**src/rtl/axis_pkg.sv**
```systemverilog
// Shared definitions for the AXI-Stream sample source: sample width,
// output FSM state encoding and a pointer-width helper.
package axis_pkg;

  localparam int SAMPLE_W = 16;

  typedef enum logic [1:0] {
    IDLE = 2'd0,
    PACE = 2'd1,
    SEND = 2'd2
  } state_t;

  // Address width for a FIFO of the given depth; never narrower than one bit.
  function automatic int ptr_w(input int depth);
    return (depth > 1) ? $clog2(depth) : 1;
  endfunction

endpackage

```
**src/rtl/axis_sample_source_if.sv**
```systemverilog
// Sample write port plus AXI-Stream master port of axis_sample_source.
// master = the sample source itself, slave = the producer/FIR side.
interface axis_sample_source_if
  import axis_pkg::*;
#(
  parameter int DATA_W = SAMPLE_W,
  parameter int DEPTH  = 8
);

  localparam int LVL_W = ptr_w(DEPTH) + 1;

  logic              in_valid;
  logic [DATA_W-1:0] in_data;
  logic              in_full;
  logic              m_axis_data_tvalid;
  logic [DATA_W-1:0] m_axis_data_tdata;
  logic              m_axis_data_tready;
  logic              overflow;
  logic [LVL_W-1:0]  level;

  modport master (
    input  in_valid, in_data, m_axis_data_tready,
    output in_full, m_axis_data_tvalid, m_axis_data_tdata, overflow, level
  );

  modport slave (
    output in_valid, in_data, m_axis_data_tready,
    input  in_full, m_axis_data_tvalid, m_axis_data_tdata, overflow, level
  );

endinterface

```
**src/rtl/sample_fifo.sv**
```systemverilog
// Power-of-two sample FIFO with registered count and full flag.
// A push on a full FIFO is still taken when a pop happens on the same edge.
module sample_fifo
  import axis_pkg::*;
#(
  parameter int DATA_W = SAMPLE_W,
  parameter int DEPTH  = 8
) (
  input  logic                     aclk,
  input  logic                     areset,
  input  logic                     i_push,
  input  logic [DATA_W-1:0]        i_data,
  input  logic                     i_pop,
  output logic [DATA_W-1:0]        o_head,
  output logic                     o_empty,
  output logic                     o_full,
  output logic [ptr_w(DEPTH):0]    o_count
);

  localparam int AW = ptr_w(DEPTH);
  localparam int CW = AW + 1;

  logic [DATA_W-1:0] r_mem [DEPTH];
  logic [AW-1:0]     r_wr_ptr;
  logic [AW-1:0]     r_rd_ptr;
  logic [CW-1:0]     r_count;
  logic              r_full;
  logic              w_empty;
  logic              w_pop;
  logic              w_push;
  logic [CW-1:0]     w_count_nxt;

  assign w_empty     = (r_count == '0);
  assign w_pop       = i_pop && !w_empty;
  assign w_push      = i_push && (!r_full || w_pop);
  assign w_count_nxt = r_count + CW'(w_push) - CW'(w_pop);

  // Sample storage; contents are don't-care once the pointers are reset.
  always_ff @(posedge aclk) begin
    if (w_push) r_mem[r_wr_ptr] <= i_data;
  end

  // Pointers wrap naturally at DEPTH; count and full are registered together.
  always_ff @(posedge aclk or posedge areset) begin
    if (areset) begin
      r_wr_ptr <= '0;
      r_rd_ptr <= '0;
      r_count  <= '0;
      r_full   <= 1'b0;
    end else begin
      if (w_push) r_wr_ptr <= r_wr_ptr + AW'(1);
      if (w_pop)  r_rd_ptr <= r_rd_ptr + AW'(1);
      r_count <= w_count_nxt;
      r_full  <= (w_count_nxt == CW'(DEPTH));
    end
  end

  assign o_head  = r_mem[r_rd_ptr];
  assign o_empty = w_empty;
  assign o_full  = r_full;
  assign o_count = r_count;

endmodule

```
**src/rtl/axis_sample_source.sv**
```systemverilog
// Paced AXI-Stream sample source: FIFO-buffered samples are moved into an
// output register and offered to the FIR no more often than every RATE_DIV
// cycles. tvalid is a pure decode of the state register.
module axis_sample_source
  import axis_pkg::*;
#(
  parameter int DATA_W   = SAMPLE_W,
  parameter int DEPTH    = 8,
  parameter int RATE_DIV = 4
) (
  input  logic                  aclk,
  input  logic                  areset,
  axis_sample_source_if.master  bus
);

  localparam int          LVL_W     = ptr_w(DEPTH) + 1;
  localparam logic [15:0] PACE_LOAD = 16'(RATE_DIV - 1);

  state_t            r_state, w_state_nxt;
  logic [15:0]       r_pace, w_pace_nxt;
  logic [DATA_W-1:0] r_tdata;
  logic              r_overflow;
  logic              w_pop;
  logic              w_hs;
  logic              w_empty;
  logic              w_full;
  logic [DATA_W-1:0] w_head;
  logic [LVL_W-1:0]  w_count;

  sample_fifo #(
    .DATA_W (DATA_W),
    .DEPTH  (DEPTH)
  ) u_fifo (
    .aclk    (aclk),
    .areset  (areset),
    .i_push  (bus.in_valid),
    .i_data  (bus.in_data),
    .i_pop   (w_pop),
    .o_head  (w_head),
    .o_empty (w_empty),
    .o_full  (w_full),
    .o_count (w_count)
  );

  assign w_hs = (r_state == SEND) && bus.m_axis_data_tready;

  // Next state, pace counter and pop request; PACE leaves on the edge where
  // the counter reaches zero so handshakes land exactly RATE_DIV apart.
  always_comb begin
    w_state_nxt = r_state;
    w_pace_nxt  = r_pace;
    w_pop       = 1'b0;
    case (r_state)
      IDLE: begin
        if (!w_empty && r_pace == 16'd0) begin
          w_pop       = 1'b1;
          w_state_nxt = SEND;
        end
      end
      SEND: begin
        if (w_hs) begin
          w_pace_nxt = PACE_LOAD;
          if (PACE_LOAD != 16'd0) w_state_nxt = PACE;
          else if (!w_empty)      w_pop       = 1'b1;
          else                    w_state_nxt = IDLE;
        end
      end
      PACE: begin
        if (r_pace != 16'd0) w_pace_nxt = r_pace - 16'd1;
        if (r_pace <= 16'd1) begin
          if (!w_empty) begin
            w_pop       = 1'b1;
            w_state_nxt = SEND;
          end else begin
            w_state_nxt = IDLE;
          end
        end
      end
      default: w_state_nxt = IDLE;
    endcase
  end

  // State, pace counter, output register and sticky drop flag.
  always_ff @(posedge aclk or posedge areset) begin
    if (areset) begin
      r_state    <= IDLE;
      r_pace     <= 16'd0;
      r_tdata    <= '0;
      r_overflow <= 1'b0;
    end else begin
      r_state <= w_state_nxt;
      r_pace  <= w_pace_nxt;
      if (w_pop) r_tdata <= w_head;
      if (bus.in_valid && w_full && !w_pop) r_overflow <= 1'b1;
    end
  end

  assign bus.m_axis_data_tvalid = (r_state == SEND);
  assign bus.m_axis_data_tdata  = r_tdata;
  assign bus.in_full            = w_full;
  assign bus.overflow           = r_overflow;
  assign bus.level              = w_count;

endmodule

```
**src/flat_wrapper.sv**
```systemverilog
// flat-port wrapper written by rule: the top's interface ports become plain ports
module axis_sample_source_flat import axis_pkg::*;
#(
  parameter int DATA_W   = SAMPLE_W,
  parameter int DEPTH    = 8,
  parameter int RATE_DIV = 4
)
  (aclk, areset, bus_in_valid, bus_in_data, bus_m_axis_data_tready, bus_in_full, bus_m_axis_data_tvalid, bus_m_axis_data_tdata, bus_overflow, bus_level);
  axis_sample_source_if #(.DATA_W(DATA_W), .DEPTH(DEPTH)) bus_i ();
  input  logic aclk;
  input  logic areset;
  input wire logic [$bits(bus_i.in_valid)-1:0] bus_in_valid;
  input wire logic [$bits(bus_i.in_data)-1:0] bus_in_data;
  input wire logic [$bits(bus_i.m_axis_data_tready)-1:0] bus_m_axis_data_tready;
  output wire logic [$bits(bus_i.in_full)-1:0] bus_in_full;
  output wire logic [$bits(bus_i.m_axis_data_tvalid)-1:0] bus_m_axis_data_tvalid;
  output wire logic [$bits(bus_i.m_axis_data_tdata)-1:0] bus_m_axis_data_tdata;
  output wire logic [$bits(bus_i.overflow)-1:0] bus_overflow;
  output wire logic [$bits(bus_i.level)-1:0] bus_level;
  assign bus_i.in_valid = bus_in_valid;
  assign bus_i.in_data = bus_in_data;
  assign bus_i.m_axis_data_tready = bus_m_axis_data_tready;
  assign bus_in_full = bus_i.in_full;
  assign bus_m_axis_data_tvalid = bus_i.m_axis_data_tvalid;
  assign bus_m_axis_data_tdata = bus_i.m_axis_data_tdata;
  assign bus_overflow = bus_i.overflow;
  assign bus_level = bus_i.level;
  axis_sample_source #(.DATA_W(DATA_W), .DEPTH(DEPTH), .RATE_DIV(RATE_DIV)) u_core (.aclk(aclk), .areset(areset), .bus(bus_i));
endmodule
```
**config.mk**
```make
export PLATFORM = sky130hd
export DESIGN_NAME = axis_sample_source_flat
export DESIGN_NICKNAME = d
export VERILOG_FILES = /design/src/rtl/axis_pkg.sv /design/src/rtl/axis_sample_source_if.sv /design/src/rtl/sample_fifo.sv /design/src/rtl/axis_sample_source.sv /design/src/flat_wrapper.sv
export SDC_FILE = /design/constraint.sdc
export NUM_CORES = 1
export LEC_CHECK = 0
export ABC_AREA = 1
export BUFFER_PORTS_ARGS = -buffer_cell sky130_fd_sc_hd__buf_2
export CORE_MARGIN = 2
export CORE_UTILIZATION = 40
export DETAILED_ROUTE_END_ITERATION = 8
export PLACE_DENSITY = 0.59
export SETUP_SLACK_MARGIN = 0.3
export SLEW_MARGIN = 10
export SYNTH_ARGS = -nofsm -noshare
export SYNTH_HDL_FRONTEND = slang
export SYNTH_HIERARCHICAL = 1
export SYNTH_SLANG_ARGS = --single-unit
```
**constraint.sdc**
```tcl
create_clock -name aclk -period 3.25 [get_ports aclk]
set_input_delay 0.325 -clock aclk [delete_from_list [all_inputs] [get_ports aclk]]
set_output_delay 0.325 -clock aclk [all_outputs]
set_load 0.005 [all_outputs]
```
==> metrics.txt, run 1 <==
# TYPE chip_impl_metric gauge
chip_impl_metric{name="die_w",unit="um"} 143.5
chip_impl_metric{name="via_count_of_the_first_global_routing_pass",unit=""} 4870
chip_impl_metric{name="transition_at_the_pin_with_the_smallest_max_transition_slack",unit="ps"} 919.0
chip_impl_metric{name="design.portCount",unit=""} 43
chip_impl_info{name="crit_path_start_kind",value="flip-flop"} 1
chip_impl_metric{name="critical_path_arrival",unit="ps"} 3090
chip_impl_info{name="holdCritStartpoint",value="bus_in_data[4]"} 1
chip_impl_metric{name="synth_sequential_area_ratio",unit=""} 0.6418
chip_impl_info{name="tritoncts",value="done"} 1
chip_impl_metric{name="grt_start_max_net_pins",unit=""} 82
chip_impl_metric{name="cp_max_fo",unit=""} 9
chip_impl_metric{name="globalRouteOverflowTotal",unit=""} 0
chip_impl_info{name="crit_path_start",value="u_core/r_pace[0]"} 1
chip_impl_metric{name="finalHoldViolations",unit=""} 0
chip_impl_metric{name="power_per_cell_area",unit="nW/um2"} 603.1
chip_impl_metric{name="avgRoutedWirePerCell",unit="um"} 14.94
chip_impl_metric{name="fin_crit_period",unit="ps"} 2730
chip_impl_metric{name="setup-tns-final",unit="ps"} 0
chip_impl_metric{name="power_leakage",unit="nW"} 3.771
chip_impl_metric{name="mappedNetlistArea",unit="um2"} 7782
chip_impl_info{name="hold_end",value="u_core/u_fifo/r_mem[1][4]"} 1
chip_impl_metric{name="numCtsBuffers",unit=""} 17
chip_impl_metric{name="antenna_found_initial",unit=""} 1
chip_impl_metric{name="fin_crit_sh",unit=""} 0.8400
chip_impl_info{name="endpoint_kind",value="flip-flop"} 1
chip_impl_info{name="grt_setup_unrepaired",value="no"} 1
chip_impl_metric{name="worstHoldPathCells",unit=""} 1
chip_impl_metric{name="post_route_cells_drive_above_1_share",unit=""} 0.1663
chip_impl_metric{name="placement_rows",unit=""} 51
chip_impl_metric{name="yosys_warnings",unit=""} 6
chip_impl_info{name="critical_path.slowest_cell",value="fa_2"} 1
chip_impl_metric{name="dp_slack",unit="ps"} 259.3
chip_impl_metric{name="die_area",unit="um2"} 20590
chip_impl_metric{name="power_frac_clock",unit=""} 0.362
chip_impl_metric{name="synth_top_cell_area_share",unit=""} 0.4939
chip_impl_metric{name="clock_transition_time_at_the_flip_flop_clock_pins_of_the_worst_setup_and_hold_paths",unit="ps"} 70
chip_impl_metric{name="netSwitchingFraction",unit=""} 0.2651
chip_impl_metric{name="clk_path_buf_depth",unit=""} 2
chip_impl_info{name="cp_top_family",value="adder cells"} 1
chip_impl_metric{name="core_area",unit="um2"} 19270
chip_impl_metric{name="ys_types",unit=""} 31
chip_impl_metric{name="power_frac_seq",unit=""} 0.509
chip_impl_metric{name="critPathBufInv",unit=""} 2
chip_impl_metric{name="grt_pass1_wl",unit="um"} 26040
chip_impl_metric{name="detailedRoute.firstPassIterationCount",unit=""} 5
chip_impl_metric{name="timing.max_cap.violations",unit=""} 0
chip_impl_info{name="synthTopCellsByArea",value="edfxtp_1, dfrtp_1, nand2_1, nor2_1, nand3_1"} 1
chip_impl_metric{name="die_height",unit="um"} 143.5
chip_impl_info{name="worstReg2RegEnd",value="u_core/u_fifo/o_full"} 1
chip_impl_metric{name="place.gp.congestion",unit=""} 0.8040
chip_impl_info{name="crit_type",value="reg -> reg"} 1
chip_impl_metric{name="clock-sinks",unit=""} 174
chip_impl_metric{name="drt_iter0_drc",unit=""} 284
chip_impl_metric{name="number_of_cells_traversed_by_the_worst_register_to_register_path",unit=""} 16
chip_impl_metric{name="timing_max_transition_violations_final",unit=""} 0
chip_impl_metric{name="cellInternalPower",unit="W"} 0.003953
chip_impl_metric{name="timing.fmax",unit="MHz"} 366.3
chip_impl_metric{name="route.vias.total",unit=""} 5144
chip_impl_metric{name="utilization",unit=""} 0.4628
chip_impl_metric{name="source_to_sink_clock_delay_at_the_later_pin_of_the_worst_skew_pair",unit="ps"} 420
chip_impl_info{name="ys.flop_type",value="edfxtp_1"} 1
chip_impl_metric{name="detail_route.wirelength",unit="um"} 16370
chip_impl_metric{name="antenna_left",unit=""} 0
chip_impl_metric{name="remaining_drc_errors",unit=""} 0
chip_impl_metric{name="synth_area_per_cell",unit="um2"} 10.16
chip_impl_metric{name="timing.critical_path.depth",unit=""} 16
chip_impl_info{name="hold_path_class",value="in -> reg"} 1
chip_impl_metric{name="power_switching",unit="W"} 0.001426
chip_impl_metric{name="postSynth.asyncResetShare",unit=""} 0.2644
chip_impl_info{name="regToRegStartpoint",value="u_core/r_pace[0]"} 1
chip_impl_metric{name="total_half_perimeter_wirelength_after_legalization_and_detailed_placement",unit="um"} 9729
chip_impl_metric{name="final.setup.worst_slack",unit="ps"} 520.0
chip_impl_metric{name="initial_core_util",unit=""} 0.4038
chip_impl_metric{name="synth_enable_flop_cells",unit=""} 128
chip_impl_metric{name="net_count_of_the_finished_layout",unit=""} 849
chip_impl_metric{name="critPathMaxStageDelay",unit="ps"} 450
chip_impl_metric{name="timing.reg2reg.setup_slack",unit="ps"} 520
chip_impl_info{name="crit_path_cell_trace",value="inv_2, ha_4, o21ai_1, nor2_2, nand4_4, nand2_4, nand2_2, nand2_2, nand2_4, ha_1, inv_1, ha_2, fa_2, nor2_1, nand2_1, nor2_1"} 1
chip_impl_metric{name="numPortBuffers",unit=""} 42
chip_impl_metric{name="syn_inst",unit=""} 766
chip_impl_metric{name="worst_slew_margin_rel",unit=""} 0.3864
chip_impl_metric{name="combinationalPowerShare",unit=""} 0.129
chip_impl_metric{name="ir_drop",unit="mV"} 0.3673
chip_impl_metric{name="grt_use_total",unit=""} 0.1680
chip_impl_metric{name="synth_nets",unit=""} 797
chip_impl_info{name="outcome",value="complete, no violations"} 1
chip_impl_metric{name="avgViaCountPerCell",unit=""} 4.693
chip_impl_info{name="clock-root-buffer",value="clkbuf_16"} 1
chip_impl_metric{name="critPathRequiredTime",unit="ps"} 3610
chip_impl_metric{name="ys_seq_elements",unit=""} 174
chip_impl_metric{name="setup_skew",unit="ps"} 10.55
chip_impl_info{name="synth_area_leader",value="edfxtp_1"} 1
chip_impl_metric{name="area_growth",unit="%"} 14.60
chip_impl_metric{name="finalSetupViolations",unit=""} 0
chip_impl_metric{name="h_tree_depth",unit=""} 4
==> synthesized netlist by cell type (6+ instances only) <==
cell,n
ha_1,10
edfxtp_1,128
dfrtp_1,46
o211ai_1,16
o21ai_0,35
nand3_1,43
nand2_1,249
o21ai_1,27
nor2_1,86
inv_1,52
xor2_1,6
buf_2,17
nor2_2,6
nand2_2,14
==> layout make-up <==
| cell class | count | area [um2] |
|---|---|---|
| tap | 265 | 331.6 |
| clock inverter | 13 | 132.6 |
| antenna | 1 | 2.502 |
| fill | 1876 | 10350 |
| sequential | 174 | 4996 |
| multi-input combinational | 508 | 2454 |
| timing repair buffer | 63 | 370.4 |
| inverter | 54 | 202.7 |
| clock buffer | 18 | 429.2 |
==> cell usage in the layout (no fill, tap or decap), types with 15 or more instances in the layout <==
| cell | instances |
|---|---|
| nand3_1 | 43 |
| o21ai_1 | 27 |
| o211ai_1 | 16 |
| dfrtp_1 | 45 |
| nand2_2 | 15 |
| nor2_1 | 78 |
| clkbuf_16 | 17 |
| buf_4 | 20 |
| o21ai_0 | 35 |
| inv_1 | 49 |
| edfxtp_1 | 128 |
| nand2_1 | 247 |
| buf_2 | 42 |
==> power groups by stage <==
| stage | clock, W | sequential, W | combinational [W] |
|---|---|---|---|
| finish | 0.00195 | 0.00274 | 0.000692 |
| CTS | 0.00200 | 0.00274 | 0.000671 |
| global placement | 0 | 0.00278 | 0.000663 |
| global route | 0.00209 | 0.00276 | 0.000802 |
| detailed placement | 0 | 0.00278 | 0.000665 |
| floorplan | 0 | 0.00276 | 0.000427 |
==> through the flow <==
stage / power (W) / hold slack [ps] / area (um2) / instances
5_1_grt: 0.005652 / 151.2 / 8916 / 1095
4_1_cts: 0.005405 / 157.6 / 8871 / 1092
3_3_place_gp: 0.003441 / 373.1 / 8292 / 1060
2_1_floorplan: 0.003190 / 177.4 / 7795 / 766
6_report: 0.005379 / 163.4 / 8919 / 1096
3_5_place_dp: 0.003448 / 375.6 / 8292 / 1060
==> repair_timing <==
| action | CTS | global route |
|---|---|---|
| gates cloned | 0 | 0 |
| gates resized for setup | 2 | 8 |
| endpoints found under the hold margin | 11 | 0 |
| endpoints found under the setup margin | 1 | 2 |
| hold buffers | 1 | 0 |
| buffers inserted | 0 | 3 |
| pin swaps | 0 | 4 |
==> routing by layer <==
layer,GRT usage,vias to the layer above,part of all wire
met4,0.04592,0,0.012
met3,0.03632,14,0.041
met2,0.2837,89,0.49
li1,-,2633,-
met1,0.2200,2408,0.46
met5,0,-,0
==> registers in the layout, indices dropped and copies added, names as in the netlist <==
signal and count:
u_core/bus.m_axis_data_tdata 16, u_core/bus.overflow 1, u_core/r_pace 16, u_core/r_state 2, u_core/u_fifo/o_count 4, u_core/u_fifo/o_full 1, u_core/u_fifo/r_mem 128, u_core/u_fifo/r_rd_ptr 3
u_core/u_fifo/r_wr_ptr 3
==> worst max-delay path by stage <==
stage / endpoint / slack [ps]
2_1_floorplan: u_core/u_fifo/o_full / 330
3_3_place_gp: u_core/u_fifo/o_full / 350
3_5_place_dp: u_core/u_fifo/o_full / 260
4_1_cts: u_core/u_fifo/o_full / 350
5_1_grt: u_core/u_fifo/o_full / 330
6_report: u_core/u_fifo/o_full / 520
==> cell families (layout without fill, tap and decap cells) <==
logic type	after synthesis	count (layout)	share of synthesized area
DFF	174	174	0.6418
buffers and inverters	84	148	0.05064
AOI/OAI and AO/OA	82	82	0.05933
other	0	1	0
and+or+nand+nor	406	406	0.2195
adders and majority gates	11	11	0.01865
xor gates and xnor gates	9	9	0.01013
No activity file was read; power rests on OpenSTA's default activity.
==> inputs of run 2 (changes only) <==
clock period = 2.75 ns   (was 3.25 ns; I/O delays follow)
==> run 2 against run 1 <==
- final cell count increased by 1.8%
- non-clock buffer count increased by 20
- largest power group unchanged
- wire length is 0.60% higher
==> metrics.txt, run 2 (synthesized netlist as in run 1, its figures left out) <==
# TYPE chip_impl_metric gauge
chip_impl_info{name="largest_register",value="u_core/u_fifo/r_mem"} 1
chip_impl_metric{name="area_growth",unit="%"} 18.20
chip_impl_info{name="worstReg2RegEnd",value="u_core/u_fifo/o_full"} 1
chip_impl_metric{name="place.gp.congestion",unit=""} 0.8022
chip_impl_info{name="layout_common_cells",value="nand2_1, edfxtp_1, nor2_1"} 1
chip_impl_info{name="hold_end",value="u_core/r_state[1]"} 1
chip_impl_metric{name="critical_path_arrival",unit="ps"} 2850
chip_impl_metric{name="timing.reg2reg.setup_slack",unit="ps"} 220
chip_impl_metric{name="worstHoldPathCells",unit=""} 4
chip_impl_metric{name="globalRouteOverflowTotal",unit=""} 0
chip_impl_metric{name="design.portCount",unit=""} 43
chip_impl_info{name="endpoint_kind",value="flip-flop"} 1
chip_impl_metric{name="transition_at_the_pin_with_the_smallest_max_transition_slack",unit="ps"} 796.3
chip_impl_metric{name="power_per_cell_area",unit="nW/um2"} 695.9
chip_impl_metric{name="core_area",unit="um2"} 19270
chip_impl_metric{name="power_leakage",unit="nW"} 3.875
chip_impl_metric{name="utilization",unit=""} 0.4773
chip_impl_metric{name="initial_core_util",unit=""} 0.4038
chip_impl_metric{name="clk_path_buf_depth",unit=""} 2
chip_impl_metric{name="insertedDiodeCount",unit=""} 0
chip_impl_metric{name="h_tree_depth",unit=""} 4
chip_impl_metric{name="die_height",unit="um"} 143.5
chip_impl_metric{name="remaining_drc_errors",unit=""} 0
chip_impl_metric{name="fin_crit_sh",unit=""} 0.9195
chip_impl_metric{name="setup_skew",unit="ps"} 6.499
chip_impl_metric{name="timing_max_transition_violations_final",unit=""} 0
chip_impl_metric{name="cp_max_fo",unit=""} 4
chip_impl_metric{name="multi_input_area",unit="um2"} 2559
chip_impl_metric{name="number_of_cells_traversed_by_the_worst_register_to_register_path",unit=""} 15
chip_impl_metric{name="die_area",unit="um2"} 20590
chip_impl_metric{name="antenna_left",unit=""} 0
chip_impl_metric{name="finalHoldViolations",unit=""} 0
chip_impl_info{name="outcome",value="complete, no violations"} 1
chip_impl_info{name="clock-root-buffer",value="clkbuf_16"} 1
chip_impl_metric{name="net_count_of_the_finished_layout",unit=""} 869
chip_impl_metric{name="via_count_of_the_first_global_routing_pass",unit=""} 5023
chip_impl_info{name="regToRegStartpoint",value="u_core/r_pace[8]"} 1
chip_impl_metric{name="routed-wl-met2",unit="um"} 7835
chip_impl_metric{name="ir_drop",unit="mV"} 0.4774
chip_impl_metric{name="finalSetupViolations",unit=""} 0
chip_impl_metric{name="critPathRequiredTime",unit="ps"} 3070
chip_impl_metric{name="clock_transition_time_at_the_flip_flop_clock_pins_of_the_worst_setup_and_hold_paths",unit="ps"} 70
chip_impl_metric{name="avgRoutedWirePerCell",unit="um"} 14.76
chip_impl_info{name="crit_type",value="reg -> reg"} 1
chip_impl_info{name="layout_commonest_cell",value="nand2_1"} 1
chip_impl_metric{name="drt-met1-wl",unit="um"} 7550
chip_impl_info{name="tritoncts",value="done"} 1
chip_impl_metric{name="detailedRoute.firstPassIterationCount",unit=""} 5
chip_impl_metric{name="dpl-instance-area",unit="um2"} 8414
chip_impl_metric{name="numCtsBuffers",unit=""} 17
chip_impl_metric{name="grt_start_max_net_pins",unit=""} 82
chip_impl_metric{name="source_to_sink_clock_delay_at_the_later_pin_of_the_worst_skew_pair",unit="ps"} 430
chip_impl_metric{name="numPlacedInstances",unit=""} 1066
chip_impl_metric{name="numPortBuffers",unit=""} 42
chip_impl_metric{name="timing.max_cap.violations",unit=""} 0
chip_impl_metric{name="detail_route.wirelength",unit="um"} 16470
chip_impl_info{name="hold_path_class",value="in -> reg"} 1
chip_impl_metric{name="placement_rows",unit=""} 51
chip_impl_metric{name="grt_pass1_wl",unit="um"} 26200
chip_impl_metric{name="die_w",unit="um"} 143.5
chip_impl_metric{name="post_route_insts_no_fill",unit=""} 1116
chip_impl_metric{name="clock-sinks",unit=""} 174
chip_impl_metric{name="drt_iter0_drc",unit=""} 317
chip_impl_metric{name="fillerInstances",unit=""} 1809
chip_impl_metric{name="largest_register_ffs",unit=""} 128
chip_impl_metric{name="total_half_perimeter_wirelength_after_legalization_and_detailed_placement",unit="um"} 10320
chip_impl_metric{name="finalInstanceArea",unit="um2"} 9199
chip_impl_info{name="routed.top_layer",value="met4"} 1
chip_impl_info{name="holdCritStartpoint",value="bus_m_axis_data_tready"} 1
chip_impl_info{name="grt_setup_unrepaired",value="yes"} 1
chip_impl_metric{name="setup-tns-final",unit="ps"} 0
chip_impl_metric{name="worst_slew_margin_rel",unit=""} 0.4692
chip_impl_metric{name="post_route_cells_drive_above_1_share",unit=""} 0.1951
chip_impl_metric{name="fin_crit_period",unit="ps"} 2529
chip_impl_metric{name="timing.fmax",unit="MHz"} 395.5
chip_impl_metric{name="grt_use_total",unit=""} 0.1701
chip_impl_metric{name="avgViaCountPerCell",unit=""} 4.722
chip_impl_metric{name="route.vias.total",unit=""} 5270
chip_impl_metric{name="seqCellArea",unit="um2"} 4999
chip_impl_info{name="crit_path_start_kind",value="flip-flop"} 1
chip_impl_metric{name="met3_wirelength",unit="um"} 819
chip_impl_metric{name="antenna_found_initial",unit=""} 0
## run 2: cell count changes in the layout (fill, tap and decap cells not counted), sizes merged
cell      previous run  this run
diode                1         0
buf                 62        82
clkinvlp             1         4
clkbuf              18        17
inv                 58        57
## run 2: layout make-up
type,instances,share of cell area
clock buffer,17,0.04625
clock inverter,15,0.01510
inverter,54,0.02271
multi-input combinational,508,0.2782
sequential,174,0.5434
tap,265,0.03604
timing repair buffer,83,0.05835
## run 2: metrics by stage
| stage | hold slack [ps] | worst slack (ps) | total power (W) |
|---|---|---|---|
| finish | 109.8 | 221.3 | 0.006402 |
| global route | 112.3 | 95.82 | 0.006703 |
| CTS | 89.79 | 212.3 | 0.006470 |
| detailed placement | 312.4 | 110.8 | 0.004154 |
| global placement | 312.6 | 152.5 | 0.004138 |
| floorplan | 127.4 | -0.2078 | 0.003831 |
## run 2: worst max-delay path by stage
stage	startpoint	end	slack, ps	cells after the start
5_1_grt	u_core/r_pace[8]	u_core/u_fifo/o_full	100	15
3_5_place_dp	u_core/r_pace[0]	u_core/u_fifo/o_full	110	16
3_3_place_gp	u_core/r_pace[1]	u_core/u_fifo/o_full	150	16
6_report	u_core/r_pace[8]	u_core/u_fifo/o_full	220	15
4_1_cts	u_core/r_pace[1]	u_core/u_fifo/o_full	210	16
2_1_floorplan	u_core/r_pace[0]	u_core/u_fifo/o_full	-0.2	17
## run 2: worst max-delay path: stages (launching register included)
cell	delay (ps)
dfrtp_1	420
nor2_2	170
nand2_2	120
nor2_8	160
nand4_4	120
nand2_4	120
nand2_8	70
nand2_8	80
nand2_8	50
ha_4	260
inv_2	30
ha_4	150
fa_2	530
nor2_1	40
nand2_1	60
nor2_1	40
## run 2: report_power, final
| part | switching [W] | leakage (nW) | internal (W) |
|---|---|---|---|
| Clock | 0.00102 | 0.270 | 0.00126 |
| Sequential | 0.000114 | 1.76 | 0.00313 |
| Combinational | 0.000559 | 1.85 | 0.000320 |
| Total | 0.00170 | 3.87 | 0.00471 |
## run 2: per-layer routing
metal  vias up  track usage
met1      2452       0.2284
met3        23      0.03199
met2       121       0.2724
met4         0      0.07069
li1       2674            -
met5         -            0
## run 2: timing repair
action / 4_1_cts / 5_1_grt
pin swaps: 11 / 7
buffers inserted: 11 / 6
gates resized for setup: 10 / 7
hold buffers: 1 / 0
setup endpoints to repair: 3 / 48
hold endpoints to repair: 46 / 0
